===== config.mk =====
export PLATFORM = sky130hd
export DESIGN_NAME = regfile_mp
export DESIGN_NICKNAME = d
export VERILOG_FILES = /design/src/rtl/rf_pkg.sv /design/src/rtl/rf_clear_seq.sv /design/src/rtl/regfile_mp.sv
export SDC_FILE = /design/constraint.sdc
export NUM_CORES = 2
export LEC_CHECK = 0
export CAP_MARGIN = 10
export CELL_PAD_IN_SITES_DETAIL_PLACEMENT = 1
export CELL_PAD_IN_SITES_GLOBAL_PLACEMENT = 2
export CORE_MARGIN = 1.5
export CORE_UTILIZATION = 39
export DETAILED_ROUTE_END_ITERATION = 6
export GPL_TIMING_DRIVEN = 0
export PLACE_DENSITY_LB_ADDON = 0.1
export SKIP_CTS_REPAIR_TIMING = 1
export SKIP_LAST_GASP = 1
export SYNTH_ARGS = -nofsm -noshare
export SYNTH_HDL_FRONTEND = slang
export SYNTH_SLANG_ARGS = --single-unit

===== constraint.sdc =====
create_clock -name clk -period 4.9 [get_ports clk]
set_input_delay 0.98 -clock clk [delete_from_list [all_inputs] [get_ports clk]]
set_output_delay 0.98 -clock clk [all_outputs]
set_load 0.005 [all_outputs]

===== src/rtl/rf_pkg.sv =====
// Shared definitions for the multi-port register file: clear-sequencer state
// encoding and default widths.
package rf_pkg;

  typedef enum logic {
    RF_CLEAR = 1'b0,
    RF_RUN   = 1'b1
  } rf_state_e;

  localparam int unsigned RF_DATA_W = 32;
  localparam int unsigned RF_ADDR_W = 5;

endpackage


===== src/rtl/rf_clear_seq.sv =====
// Post-reset clear sequencer: walks ptr over every entry, requesting a zero
// write each cycle, and holds busy until the last entry has been cleared.
module rf_clear_seq
  import rf_pkg::*;
#(
  parameter int unsigned ADDR_W = RF_ADDR_W
) (
  input  logic              clk_i,
  input  logic              rst_ni,
  output logic              busy_o,
  output logic              clr_we_o,
  output logic [ADDR_W-1:0] clr_addr_o
);

  rf_state_e         state_q, state_d;
  logic [ADDR_W-1:0] ptr_q, ptr_d;

  always_ff @(posedge clk_i) begin
    if (!rst_ni) begin
      state_q <= RF_CLEAR;
      ptr_q   <= '0;
    end else begin
      state_q <= state_d;
      ptr_q   <= ptr_d;
    end
  end

  // Exit on the last entry without advancing ptr, so it never wraps.
  always_comb begin
    state_d = state_q;
    ptr_d   = ptr_q;
    unique case (state_q)
      RF_CLEAR: begin
        if (ptr_q == '1) begin
          state_d = RF_RUN;
        end else begin
          ptr_d = ptr_q + 1'b1;
        end
      end
      RF_RUN: begin
        state_d = RF_RUN;
      end
    endcase
  end

  always_comb begin
    busy_o     = (state_q == RF_CLEAR);
    clr_we_o   = (state_q == RF_CLEAR);
    clr_addr_o = ptr_q;
  end

endmodule


===== src/rtl/regfile_mp.sv =====
// Multi-port register file: two write ports (port 1 wins on address clash),
// NUM_RD combinational read ports with same-cycle write bypass, hardware clear.
module regfile_mp
  import rf_pkg::*;
#(
  parameter int unsigned DATA_W   = RF_DATA_W,
  parameter int unsigned ADDR_W   = RF_ADDR_W,
  parameter int unsigned NUM_RD   = 2,
  parameter int unsigned ZERO_REG = 1
) (
  input  logic                     clk,
  input  logic                     rst,
  input  logic                     we0,
  input  logic [ADDR_W-1:0]        waddr0,
  input  logic [DATA_W-1:0]        wdata0,
  input  logic                     we1,
  input  logic [ADDR_W-1:0]        waddr1,
  input  logic [DATA_W-1:0]        wdata1,
  input  logic [NUM_RD-1:0]        re,
  input  logic [NUM_RD*ADDR_W-1:0] raddr,
  output logic [NUM_RD*DATA_W-1:0] rdata,
  output logic                     busy
);

  localparam int unsigned DEPTH  = 1 << ADDR_W;
  localparam bit          ZeroEn = (ZERO_REG != 0);

  logic              clr_we;
  logic [ADDR_W-1:0] clr_addr;
  logic              wr0_en, wr1_en;
  logic [DATA_W-1:0] mem_q [DEPTH];

  rf_clear_seq #(
    .ADDR_W(ADDR_W)
  ) u_clear_seq (
    .clk_i     (clk),
    .rst_ni    (rst),
    .busy_o    (busy),
    .clr_we_o  (clr_we),
    .clr_addr_o(clr_addr)
  );

  always_comb begin
    wr0_en = we0 && !busy && !(ZeroEn && (waddr0 == '0));
    wr1_en = we1 && !busy && !(ZeroEn && (waddr1 == '0));
  end

  // Port 1 is assigned last so it overrides port 0 on the same address.
  always_ff @(posedge clk) begin
    if (clr_we) begin
      mem_q[clr_addr] <= '0;
    end else begin
      if (wr0_en) mem_q[waddr0] <= wdata0;
      if (wr1_en) mem_q[waddr1] <= wdata1;
    end
  end

  for (genvar k = 0; k < NUM_RD; k++) begin : g_rd
    logic [ADDR_W-1:0] ra;
    logic [DATA_W-1:0] rd;

    assign ra = raddr[k*ADDR_W +: ADDR_W];

    always_comb begin
      rd = '0;
      if (!busy && re[k] && !(ZeroEn && (ra == '0))) begin
        if (we1 && (waddr1 == ra)) begin
          rd = wdata1;
        end else if (we0 && (waddr0 == ra)) begin
          rd = wdata0;
        end else begin
          rd = mem_q[ra];
        end
      end
    end

    assign rdata[k*DATA_W +: DATA_W] = rd;
  end

endmodule


# == Word-level counts from Yosys, hierarchy flattened ==
# Memories as Yosys holds them, arrays and structs flattened.
# Cells that the tools add are included.
# word_totals
ram_bits,1024
mem_count,1
out_inout_bits,65
ff_bits,6
input_bits,90
# op_classes
n_reduce_logical,22
add_sub_neg,1
n_eq_ne,5
bitwise_logic,2
muxes,18
# memory_table
memory,words,width,read_ports,rd_ports_with_merged_regs,wr,line,rtl
mem_q,32,32,2,0,2,regfile_mp.sv:31,logic [DATA_W-1:0] mem_q [DEPTH];
# ops
op,count
$mux 32,7
$reduce_or 32->1,1
$eq 5x5->1,4
$logic_not 5->1,4
$logic_and 1x1->1,12
$mux 1,9
$add 5x1->5 const B,1
$eq 5x5->1 const B,1
$mux 5,1
$logic_not 1->1,4
$not 1->1,2
$pmux 1 s2,1
$reduce_and 2->1,1

# == Logic depth before layout (Yosys ltp) ==
# logic_depth
depth_word,8
mapped_depth,10
ltp_nobuf,7

# == By module ==
# From an unflattened synthesis, not the netlist that was laid out.
# hier_totals
hier_cells,5184
area_unflattened_um2,59906.2
# modules_own_cells
mod,cells_each,n_inst,area_per_inst_um2
regfile_mp,5156,1,59620.9
rf_clear_seq,28,1,285.3

# == Worst setup path before layout ==
# No wires, ideal clock.
# synth_timing
kind,input to register
start,input port waddr0[3]
end,memory mem_q[1][0] (netlist name) (enable)
arrival_ns,4.278
n_path_buf,3
setup_ns,0.433
cell_stages,9
setup_slack_ns,0.189
cell_sequence,buf_2 > or4_4 > o211a_1 > buf_6 > buf_6 > or3_1 > o31ai_2 > nand2_2 > o22ai_1
# synth_rtl
element,line,rtl
"start, declared",regfile_mp.sv:14,"input logic [ADDR_W-1:0] waddr0,"
"end, declared",regfile_mp.sv:31,

# == Worst setup path in the final report ==
# layout_timing
start,input port raddr[9]
end,output port rdata[53]
# layout_between
elab_chain_len,5
# layout_lines
element,line,rtl
"start, declared",regfile_mp.sv:20,"input logic [NUM_RD*ADDR_W-1:0] raddr,"
branches (longest 4 deep; another with $mem_v2 32x32),-,
$mux 32 (*),regfile_mp.sv:66,if (!busy && re[k] && !(ZeroEn && (ra == '0))) begin
"end, declared",regfile_mp.sv:21,"output logic [NUM_RD*DATA_W-1:0] rdata,"
# Mark *: on every way between the ends.

==> run summary <==
status: finished with violations
failing checks: setup timing
worst min path class: reg -> reg
Sw Ratio: 0.2630
CTS tree: built
Synth Flop Type: edfxtp_1
CP Class: in -> out
drt pass-1 iters: 5
Post-Syn Nets: 5,275
met2 Resource Use GR: 0.5560
Internal: 15,390 uW
Final Cell Area: 70,210 um2
EDFF count, synth: 1,024
routing usage on met3: 0.1353
max_slew headroom: 0.1630
final antenna-violating net count: 0
H-tree Lvls: 3
final hold vios: 0
Reg2Reg Setup Slack: 0.55 ns
Detail Placement HPWL: 237.5 mm
GRT Max-Usage Layer: met2
Setup crit end kind: output pin
worst clock skew: 0.02567 ns
Die Ht: 393.8 um
detailed-route via count: 50,407
worst-case reg-to-reg path depth: 7
IO Count: 155
share of layout cells above drive strength 1: 0.1893
max-cap viol count: 0
initial core utilization: 0.3925
Least-Margin Pin Slew: 1.251 ns
DIE AREA: 155,000 um2
VDD IR max: 289.2 uV
fin nets: 5,555
pin count of the biggest net entering global routing: 26
Finished Layout Cells: 7,594
launching point of the worst reg2reg path: u_clear_seq.state_q
most frequent cells in the layout: nand2_1 (1,145), edfxtp_1 (1,024), o21ai_0 (999)
cts bufs inserted: 119
post-placement cell area: 64,510 um2
placed cell count: 7,363
WL/cell: 39.98 um
worst-path fanout max: 10
commonest non-fill, non-tap cell in the layout: nand2_1
Tmin final: 5.074 ns
initial antenna violation count: 15
Area Growth Syn to Fin: 17.91%
IO Port Bufs: 108
DIE WIDTH: 393.8 um
CTS Sinks: 1,030
fillers: 16,064
WP data required: 3.92 ns
Crit Reg-Reg Endpoint: mem_q[30][2]
total gr overflow: 0
area of the multi-input gates: 27,550 um2
number of global-route vias before repair: 49,324
CTS root buffer: clkbuf_16
Max clock buf depth: 3
Final Cycle Share: 1.035
Cell Area, Synth: 59,550 um2
num rows: 143
Reg area: 30,870 um2
power per standard cell area: 297.3 nW/um2
Syn Inst Count: 5,183
vias per inst: 6.638
global-route wire length before repair: 406.5 mm
Post-route DRC: 0
Yosys reg bits: 1,030
routability-driven placement congestion ratio: 0.9756
Worst Setup EP: rdata[53]
combinational share of power: 0.109
mean area per synthesized cell: 11.49 um2
Static Leak: 0.02164 uW
launch point of the worst path: raddr[9]
Synth cell types: 59
unrepaired setup endpoints after global routing: true
worst-skew pair later-pin latency: 0.77 ns
DRT iter0 DRCs: 7,145
Slew Viols, Final: 0
CTS clk-pin slew, worst paths: 0.06 ns
routed wire length: 303.6 mm
power share of the clock group: 0.426
post-layout util: 0.4628
Tot GR Track Use: 0.3826
met1 Use GR: 0.5288
NetSw: 5490 uW
Post-synth ARST share: 0
fin worst setup slack: -0.1739 ns
critical path arrival: 4.09 ns
fmax: 197.1 MHz
Core Box Area: 151,700 um2
Yosys warnings: 0
Seq/Total Area, Yosys: 0.5184
Setup-failing EPs final: 30
Reg power frac: 0.465
Startpoint Class: primary input
-- cell usage after synthesis (4+ instances only) --
cell,number,area share
nand2_1,1147,0.072
edfxtp_1,1024,0.52
o21ai_0,999,0.084
clkbuf_1,553,0.035
mux4_2,447,0.17
mux2i_1,165,0.028
a22oi_1,94,0.012
o221ai_1,93,0.014
nand3_1,78,0.0066
buf_2,69,0.0058
o22ai_1,63,0.0066
nor2_1,41,0.0026
inv_1,37,0.0023
nor2b_1,36,0.0038
a21oi_1,32,0.0027
a211o_1,31,0.0046
a211oi_1,31,0.0039
a221oi_1,31,0.0046
a22o_1,31,0.0046
and3_1,27,0.0028
a31oi_1,24,0.0025
buf_1,21,0.0013
xor2_1,12,0.0018
nand4_1,11,0.0012
xnor2_1,11,0.0016
clkbuf_2,8,0.00067
nand2b_1,7,0.00074
buf_4,6,0.00076
dfxtp_1,6,0.0020
and2_1,4,0.00042
nor4_1,4,0.00042
-- power by group through the flow --
stage          Clock [uW]  Combinational, uW  Sequential [uW]
3_3_place_gp            0               1940             9900
6_report             8890               2280             9710
5_1_grt              9130               2290             9710
4_1_cts              8860               2030             9710
3_5_place_dp            0               2020             9890
2_1_floorplan           0               1060             9870
-- logic make-up after synthesis --
logic type | share of synthesized area
muxes | 0.1970
DFF | 0.5184
AOI/OAI and AO/OA | 0.1417
buffers and inverters | 0.04631
and+or+nand+nor | 0.09281
adders and majority gates | 0.0004202
xor gates and xnor gates | 0.003383
-- worst max-delay path, cell delays in order --
cell and delay [ns]:
buf_2 0.35, clkbuf_2 0.77, clkbuf_1 0.68, a21oi_1 0.24
nand2_1 0.21, nand3_2 0.28, clkdlybuf4s50_1 0.54
-- per-stage QoR --
step,TNS (ns),total power [uW],hold slack (ns),setup WS (ns)
floorplan,0,10930,0.4865,0.1886
detailed placement,-111.30,11910,0.5479,-1.940
finish,-1.602,20880,0.5828,-0.1739
global placement,-2175.75,11840,0.5541,-2.668
CTS,-96.67,20600,0.5618,-1.951
global route,-0.2806,21140,0.6119,-0.05524
-- how the worst min path moves through the flow --
stage | from | to | cells past startpoint
finish | u_clear_seq.clr_addr_o[1] | u_clear_seq.clr_addr_o[1] | 2
global route | u_clear_seq.clr_addr_o[4] | u_clear_seq.clr_addr_o[4] | 2
CTS | u_clear_seq.clr_addr_o[4] | u_clear_seq.clr_addr_o[4] | 2
detailed placement | u_clear_seq.clr_addr_o[4] | u_clear_seq.clr_addr_o[4] | 2
global placement | u_clear_seq.clr_addr_o[4] | u_clear_seq.clr_addr_o[4] | 2
floorplan | u_clear_seq.clr_addr_o[4] | u_clear_seq.clr_addr_o[4] | 2
-- state kept, by name, indices dropped and copies added (netlist names) --
name,cells
u_clear_seq.state_q,1
u_clear_seq.clr_addr_o,5
mem_q,1024
-- metal layers --
metal | share of wire | vias to the layer above
li1 | - | 20342
met1 | 0.40 | 26333
met2 | 0.43 | 3244
met3 | 0.14 | 478
met4 | 0.035 | 10
met5 | 0.00038 | -
-- final cells by class --
cell class | count | share of cell area
multi-input combinational | 3457 | 0.3923
clock buffer | 139 | 0.04409
antenna | 11 | 0.0003921
sequential | 1030 | 0.4397
inverter | 37 | 0.001978
buffer | 656 | 0.04756
clock inverter | 72 | 0.008287
timing repair buffer | 162 | 0.02953
tap | 2030 | 0.03618
No activity file was read; power rests on OpenSTA's default activity.
